<file path="src/rtl/vpi_stream_arbiter.sv">
// vpi_stream_arbiter: round-robin packet arbiter sharing one VPI bridge stream port among NUM_REQ requesters.
//   Ports: clk, rst (async, active-high); s_valid/s_data/s_last/s_ready per-requester streams
//   (s_data flattened, requester i at [i*DATA_WIDTH +: DATA_WIDTH]); m_valid/m_data/m_last/m_ready/m_id
//   tagged output stream; timeout_err one-cycle pulse on forced release.
//   Optional macro VPI_STREAM_ARBITER_TIMEOUT_EN adds a stall counter that forcibly releases the grant.
module vpi_stream_arbiter #(
  parameter int NUM_REQ = 4,
  parameter int DATA_WIDTH = 40,
  parameter int TIMEOUT_CYCLES = 256,
  localparam int IW = (NUM_REQ > 1) ? $clog2(NUM_REQ) : 1
) (
  input  logic                          clk,
  input  logic                          rst,
  input  logic [NUM_REQ-1:0]            s_valid,
  input  logic [NUM_REQ*DATA_WIDTH-1:0] s_data,
  input  logic [NUM_REQ-1:0]            s_last,
  output logic [NUM_REQ-1:0]            s_ready,
  output logic                          m_valid,
  output logic [DATA_WIDTH-1:0]         m_data,
  output logic                          m_last,
  output logic [IW-1:0]                 m_id,
  input  logic                          m_ready,
  output logic                          timeout_err
);
  localparam logic [0:0] IDLE = 1'b0;
  localparam logic [0:0] BUSY = 1'b1;
  logic [0:0] state_q, state_d;
  logic [IW-1:0] grant_q, grant_d, last_grant_q, last_grant_d, sel, idx;
  logic found, busy, hs, tout;
  // Search upward from the requester after the last winner, wrapping at NUM_REQ.
  always_comb begin
    sel = last_grant_q;
    idx = last_grant_q;
    found = 1'b0;
    for (int i = 0; i < NUM_REQ; i++) begin
      idx = (idx == IW'(NUM_REQ - 1)) ? '0 : idx + 1'b1;
      if (!found && s_valid[idx]) begin
        sel = idx;
        found = 1'b1;
      end
    end
  end
  // Output side is a zero-latency mux driven by the registered grant; all zero while idle.
  always_comb begin
    busy = state_q == BUSY;
    m_valid = busy & s_valid[grant_q];
    m_data = busy ? s_data[grant_q*DATA_WIDTH +: DATA_WIDTH] : '0;
    m_last = busy & s_last[grant_q];
    m_id = busy ? grant_q : '0;
    s_ready = busy ? (NUM_REQ'(m_ready) << grant_q) : '0;
    hs = m_valid & m_ready;
  end
  always_comb begin
    state_d = state_q;
    grant_d = grant_q;
    last_grant_d = last_grant_q;
    if (!busy) begin
      if (found) begin
        grant_d = sel;
        last_grant_d = sel;
        state_d = BUSY;
      end
    end else if ((hs && m_last) || tout) begin
      state_d = IDLE;
    end
  end
  always_ff @(posedge clk or posedge rst) begin
    if (rst) begin
      state_q <= IDLE;
      grant_q <= '0;
      last_grant_q <= IW'(NUM_REQ - 1);
    end else begin
      state_q <= state_d;
      grant_q <= grant_d;
      last_grant_q <= last_grant_d;
    end
  end
`ifdef VPI_STREAM_ARBITER_TIMEOUT_EN
  localparam int CW = $clog2(TIMEOUT_CYCLES + 1);
  logic [CW-1:0] cnt_q, cnt_d;
  logic timeout_err_q, timeout_err_d;
  // last_grant already holds the stalled requester, so after release it has lowest priority.
  always_comb begin
    tout = busy && (cnt_q == CW'(TIMEOUT_CYCLES));
    cnt_d = (busy && !hs && !tout) ? cnt_q + 1'b1 : '0;
    timeout_err_d = tout;
  end
  always_ff @(posedge clk or posedge rst) begin
    if (rst) begin
      cnt_q <= '0;
      timeout_err_q <= 1'b0;
    end else begin
      cnt_q <= cnt_d;
      timeout_err_q <= timeout_err_d;
    end
  end
  assign timeout_err = timeout_err_q;
`else
  logic unused_timeout_cfg;
  assign unused_timeout_cfg = ^TIMEOUT_CYCLES;
  assign tout = 1'b0;
  assign timeout_err = 1'b0;
`endif
endmodule
</file>
<file path="config.mk">
export PLATFORM = sky130hd
export DESIGN_NAME = vpi_stream_arbiter
export DESIGN_NICKNAME = d
export VERILOG_FILES = /design/src/rtl/vpi_stream_arbiter.sv
export SDC_FILE = /design/constraint.sdc
export NUM_CORES = 1
export LEC_CHECK = 0
export CORE_AREA = 2 2 85 87
export CTS_BUF_LIST = sky130_fd_sc_hd__clkbuf_8
export CTS_CLUSTER_DIAMETER = 150
export DETAILED_ROUTE_END_ITERATION = 8
export DIE_AREA = 0 0 87 89
export PLACE_DENSITY = 0.81
export REMOVE_ABC_BUFFERS = 1
export SYNTH_ARGS = -nofsm -noshare
export SYNTH_HDL_FRONTEND = slang
export SYNTH_SLANG_ARGS = --single-unit
</file>
<file path="constraint.sdc">
create_clock -name clk -period 4.3 [get_ports clk]
set_input_delay 0.645 -clock clk [delete_from_list [all_inputs] [get_ports clk]]
set_output_delay 0.645 -clock clk [all_outputs]
set_load 0.03 [all_outputs]
</file>
==> qor.csv, run 1 <==
stage,metric,value,unit
clocking,cts_buffers,3,
global_routing,grt_pass1_vias,2589,
hold_path,min_path_type,flop to flop,
sta,fin_skew,1.08,ps
yosys,yosys.area_share.simple,23.8,%
finish,final_util,62.7,%
clocking,cts_setup_buffers,0,
sta,clock.fmax,297,MHz
global_routing,gr-usage-met2,43.9,%
critical_path,regToRegEndpoint,grant_q[1]$_DFFE_PP0P_,
sta,worstMarginPinSlew,1060,ps
yosys,async_flop_share,100,%
clocking,cts_tree,built,
yosys,synth-compound-area-share,13.1,%
yosys,yosysSeqAreaShare,6.33,%
yosys,ys_types,47,
sta,final.min_clock_period,3360,ps
critical_path,endpoint_kind,output port,
placed_design,globalplace.congestion,0.900,
yosys,syn_inst,196,
drt,drt-vias-per-instance,5.38,
yosys,synth_adder_area_share,0.620,%
critical_path,reg2reg_slack,1950,ps
clocking,cts_root_buf,clkbuf_8,
clocking,hold_buffers,0,
yosys,synth_flop_cell,dfrtp_1,
critical_path,cp_slowest_cell,dfrtp_2,
sta,fin_tns_setup,0,ps
pwr,power,2.52,mW
drt,wl_per_cell,20.5,µm
clocking,path_clk_slew,30,ps
yosys,muxShareOfSynthArea,46.9,%
finish,synthToLayoutAreaGrowth,109,%
finish,final_cell_mix,"clkdlybuf4s50_1 (218), and2_1 (43), mux4_2 (42)",
clocking,clk_latency,220,ps
drt,drc,0,
die,dieArea,7740,µm²
sta,setup_viol,0,
die,coreArea,6720,µm²
finish,layout-drive-gt1-share,14.6,%
clocking,cts_resized,0,
status,outcome,"complete, no violations",
finish,final_common_cell,clkdlybuf4s50_1,
pwr,powerDensity,597,nW/µm²
flow_run,drv_cap,0,
drt,ant_nets,0,
global_routing,grt_max_degree,47,
pwr,p_seq_share,8.2,%
sta,relSlewSlack,29.5,%
finish,num_antenna_cells,0,
yosys,synth_edf_count,0,
critical_path,rr_startpoint,last_grant_q[0]$_DFFE_PP1P_,
pwr,leakage,1.51,nW
drt,dr.pass1.iters,4,
yosys,yosys_warnings,0,
global_routing,antenna_found_initial,0,
drt,drt-total-wl,9790,µm
yosys,ys_seq_elements,5,
clocking,cts_max_level,1,
critical_path,path_class,flop to output port,
critical_path,crit_end,m_valid,
global_routing,grt_pass1_wl,14300,µm
pwr,p_comb_share,88.5,%
finish,nets,570,
die,initial_core_util,30.0,%
yosys,synth_top_family_by_area,multiplexers,
pwr,intPower,1.28,mW
pwr,peakVddDrop,0.332,mV
die,io_pins,220,
pwr,p_sw,1.24,mW
drt,drtIter0Drc,100,
finish,final_area,4210,µm²
sta,slew_violations,0,
sta,hold_viol,0,
clocking,cts_sinks,5,
die,num_rows,30,
global_routing,met1_usage,28.7,%
critical_path,cp-start-kind,flop,
die,fp.dieH,89,µm
global_routing,met3_usage,6.00,%
critical_path,path_cells,"mux4_2, and2_1, clkdlybuf4s50_1",
global_routing,grt_usage,24.2,%
global_routing,busiest_layer,met2,
pwr,power_frac_clock,3.3,%
pwr,sw_frac_of_total,49.2,%
yosys,syn-cell-area,2020,µm²
critical_path,cp_max_fo,46,
placed_design,hpwl,8290,µm
clocking,clockBufferDepth,2,
finish,fill_cells,539,
critical_path,ff2ff_path_depth,6,
critical_path,startpoint,grant_q[1]$_DFFE_PP0P_,
critical_path,crit_arrival,2720,ps
global_routing,grt_remaining_overflow,0,
sta,rsz0062_at_grt,no,
critical_path,worst_ep_required_time,3650,ps
placed_design,portBuffers,218,
sta,period_share,78.2,%
placed_design,dpl_cell_area,4170,µm²
drt,vias,2566,
yosys,synth.avg_cell_area,10.3,µm²
yosys,synth_xor_area_share,0,%
die,dieWidth,87,µm
critical_path,cpPeakStageDelay,1030,ps
[metal layers]
layer	wire length, µm	part of all wire, %
met1	3630	37
met4	214	2.2
met3	847	8.7
met2	5100	52
met5	0	0
[power groups by stage]
stage	registers [mW]	clock network (mW)	logic, mW
2_1_floorplan	0.240	0	1.34
3_3_place_gp	0.206	0	2.22
3_5_place_dp	0.207	0	2.24
4_1_cts	0.207	0.0842	2.24
5_1_grt	0.218	0.0885	2.37
6_report	0.205	0.0829	2.23
[Yosys cell counts (2+ instances only)]
cell / instances / area (µm²)
and2_1: 43 / 269
mux4_2: 42 / 946
nor2_1: 15 / 56.3
a21oi_1: 8 / 40.0
clkbuf_1: 7 / 26.3
nand2_1: 7 / 26.3
buf_4: 6 / 45.0
inv_1: 6 / 22.5
buf_2: 5 / 25.0
nor3_1: 5 / 25.0
o21ai_0: 5 / 25.0
clkbuf_8: 3 / 41.3
dfrtp_1: 3 / 75.1
a31oi_1: 2 / 12.5
and3_2: 2 / 15.0
buf_6: 2 / 22.5
dfstp_2: 2 / 52.6
nand2b_1: 2 / 12.5
o221a_1: 2 / 22.5
or3_1: 2 / 12.5
[metrics by stage]
stage | hold WS, ps | instances | worst slack, ps
2_1_floorplan | 422 | 173 | 930
3_3_place_gp | 601 | 473 | 1060
3_5_place_dp | 594 | 473 | 1050
4_1_cts | 600 | 477 | 953
5_1_grt | 640 | 477 | 845
6_report | 605 | 477 | 938
[layout make-up]
cell class | instances | area (µm²) | area share [%]
clock inverter | 1 | 3.75 | 0.0891
timing repair buffer | 220 | 2210 | 52.4
inverter | 6 | 22.5 | 0.534
tap | 80 | 100 | 2.38
multi-input combinational | 162 | 1710 | 40.5
clock buffer | 3 | 41.3 | 0.980
sequential | 5 | 130 | 3.09
[critical path, delay by kind of cell, from the launching register on]
kind,cells,cell delay (ps)
buffers and inverters,1,610
and+or+nand+nor,1,170
DFF,1,1030
muxes,1,630
[cell families after synthesis]
group | count (synthesis)
AO/OA/AOI/OAI | 34
adder cells (fa/ha/maj) | 1
buffers and inverters | 29
flip-flops | 5
multiplexers | 42
other | 1
AND/OR/NAND/NOR | 84
[registers in the layout (all words and copies together), names as in the netlist]
signal and flops:
busy 1, grant_q 2, last_grant_q 2
[worst min-delay path by stage]
stage | startpoint | endpoint | slack [ps] | depth (start not counted)
after global placement | last_grant_q[0]$_DFFE_PP1P_ | last_grant_q[0]$_DFFE_PP1P_ | 600 | 2
after global routing | last_grant_q[1]$_DFFE_PP1P_ | last_grant_q[1]$_DFFE_PP1P_ | 640 | 1
final | last_grant_q[0]$_DFFE_PP1P_ | last_grant_q[0]$_DFFE_PP1P_ | 600 | 2
after CTS | last_grant_q[0]$_DFFE_PP1P_ | last_grant_q[0]$_DFFE_PP1P_ | 600 | 2
after floorplan | rst | busy$_DFF_PP0_ | 420 | 1
after detailed placement | last_grant_q[0]$_DFFE_PP1P_ | last_grant_q[0]$_DFFE_PP1P_ | 590 | 2
No activity file was read; power rests on OpenSTA's default activity.
==> inputs of run 2 (changes only) <==
Settings changed: CORE_AREA 2 2 85 87 to not set, CORE_UTILIZATION set to 29, DIE_AREA 0 0 87 89 to not set, PLACE_DENSITY 0.81 to 0.79.
Clock period 4.3 ns to 3.5 ns, I/O delays scaled along.
==> qor.csv, run 2 (synthesis results as in run 1) <==
stage,metric,value,unit,change
finish,nets,576,,was 570
sta,setup_ws,510,ps,was 938 ps
placed_design,portBuffers,218,,unchanged
sta,worstMarginPinSlew,895,ps,was 1060 ps
sta,clock.fmax,334,MHz,
critical_path,cp_max_fo,18,,was 46
finish,final_area,4270,µm²,was 4210 µm²
sta,hold_viol,0,,unchanged
die,initial_core_util,29.9,%,was 30.0%
critical_path,worst_ep_required_time,2970,ps,was 3650 ps
critical_path,ff2ff_path_depth,6,,unchanged
sta,fin_tns_setup,0,ps,unchanged
placed_design,globalplace.congestion,0.974,,was 0.900
die,num_rows,30,,unchanged
sta,period_share,85.4,%,
critical_path,path_class,flop to output port,,unchanged
clocking,cts_buffers,3,,unchanged
clocking,cts_root_buf,clkbuf_8,,unchanged
sta,slew_violations,0,,unchanged
sta,final.min_clock_period,2990,ps,
global_routing,grt_max_degree,32,,was 47
finish,final_cell_mix,"clkdlybuf4s50_1 (218), and2_1 (43), mux4_2 (42)",,unchanged
clocking,clockBufferDepth,2,,unchanged
placed_design,hpwl,8270,µm,was 8290 µm
global_routing,grt_usage,25.7,%,was 24.2%
finish,final_util,63.2,%,was 62.7%
drt,dr.pass1.iters,4,,unchanged
hold_path,min_path_type,primary input to asynchronous set/reset pin,,was flop to flop
clocking,hold_buffers,0,,unchanged
die,dieArea,7290,µm²,was 7740 µm²
drt,drt-total-wl,9730,µm,was 9790 µm
pwr,leakage,1.54,nW,was 1.51 nW
critical_path,rr_startpoint,last_grant_q[0]$_DFFE_PP1P_,,unchanged
sta,setup_viol,0,,unchanged
finish,synthToLayoutAreaGrowth,112,%,was 109%
finish,layout-drive-gt1-share,15.9,%,was 14.6%
die,io_pins,220,,unchanged
flow_run,drv_cap,0,,unchanged
status,outcome,"complete, no violations",,unchanged
clocking,clk_latency,220,ps,about the same
clocking,cts_resized,0,,unchanged
clocking,path_clk_slew,30,ps,about the same
finish,final_common_cell,clkdlybuf4s50_1,,unchanged
drt,drt-vias-per-instance,5.34,,was 5.38
global_routing,grt_pass1_wl,14200,µm,was 14300 µm
clocking,cts_max_level,1,,unchanged
clocking,cts_sinks,5,,unchanged
critical_path,cp-start-kind,flop,,unchanged
sta,fin_skew,1.38,ps,was 1.08 ps
drt,drtIter0Drc,115,,was 100
drt,vias,2579,,was 2566
critical_path,endpoint_kind,output port,,unchanged
sta,rsz0062_at_grt,no,,unchanged
die,fp.dieH,85.4,µm,was 89 µm
placed_design,dpl_cell_area,4230,µm²,was 4170 µm²
pwr,powerDensity,730,nW/µm²,was 597 nW/µm²
drt,ant_nets,0,,unchanged
critical_path,crit_arrival,2470,ps,was 2720 ps
clocking,cts_tree,built,,unchanged
pwr,peakVddDrop,0.289,mV,was 0.332 mV
drt,wl_per_cell,20.1,µm,was 20.5 µm
die,dieWidth,85.4,µm,was 87 µm
die,coreArea,6760,µm²,was 6720 µm²
global_routing,grt_remaining_overflow,0,,unchanged
finish,num_antenna_cells,0,,unchanged
clocking,cts_setup_buffers,0,,unchanged
sta,relSlewSlack,40.3,%,was 29.5%
global_routing,antenna_found_initial,0,,unchanged
pwr,power,3.12,mW,was 2.52 mW
placed_design,dp_slack,566,ps,was 1050 ps
global_routing,grt_pass1_vias,2498,,was 2589
drt,drc,0,,unchanged
critical_path,startpoint,grant_q[0]$_DFFE_PP0P_,,was grant_q[1]$_DFFE_PP0P_
finish,fill_cells,575,,was 539
[run 2: stage by stage]
step | hold WS (ps) | instances
CTS | 512 | 483
global route | 520 | 483
detailed placement | 601 | 479
floorplan | 302 | 173
finish | 505 | 483
global placement | 596 | 479
[run 2: metal layers]
layer  routed length (µm)  up-vias  track usage (%)  share of wire, %
met3                  687       19             5.45               7.1
li1                     -     1185                -                 -
met4                  266        0             7.73               2.7
met2                 5120      113             47.7                53
met1                 3660     1262             29.7                38
met5                    0        -                0                 0
[run 2: where the power goes]
group          internal (mW)  switching (mW)  total [mW]
registers             0.0910           0.161       0.252
logic                   1.43            1.33        2.76
clock network         0.0752          0.0296       0.105
total                   1.60            1.52        3.12
[run 2: critical path, cell delays in order (launching register included)]
cell	delay (ps)
dfrtp_2	680
buf_12	250
mux4_2	540
and2_1	180
clkdlybuf4s50_1	590
[run 2: path summary, 6_finish.rpt]
path	end	slack, ps
worst max-delay path	m_data[2]	510
worst min-delay path	grant_q[1]$_DFFE_PP0P_	500
worst max register to register	grant_q[1]$_DFFE_PP0P_	1160
worst min register to register	last_grant_q[0]$_DFFE_PP1P_	610
max in group asynchronous	last_grant_q[0]$_DFFE_PP1P_	2760
min in group clk	last_grant_q[0]$_DFFE_PP1P_	610
[run 2: layout make-up]
cell class	instances	area [µm²]	share of cell area, %
Clock buffer	3	41.3	0.967
Clock inverter	1	3.75	0.0879
Inverter	6	22.5	0.527
Multi-Input combinational cell	162	1710	40.0
Sequential cell	5	130	3.05
Tap cell	80	100	2.34
Timing Repair Buffer	226	2270	53.1
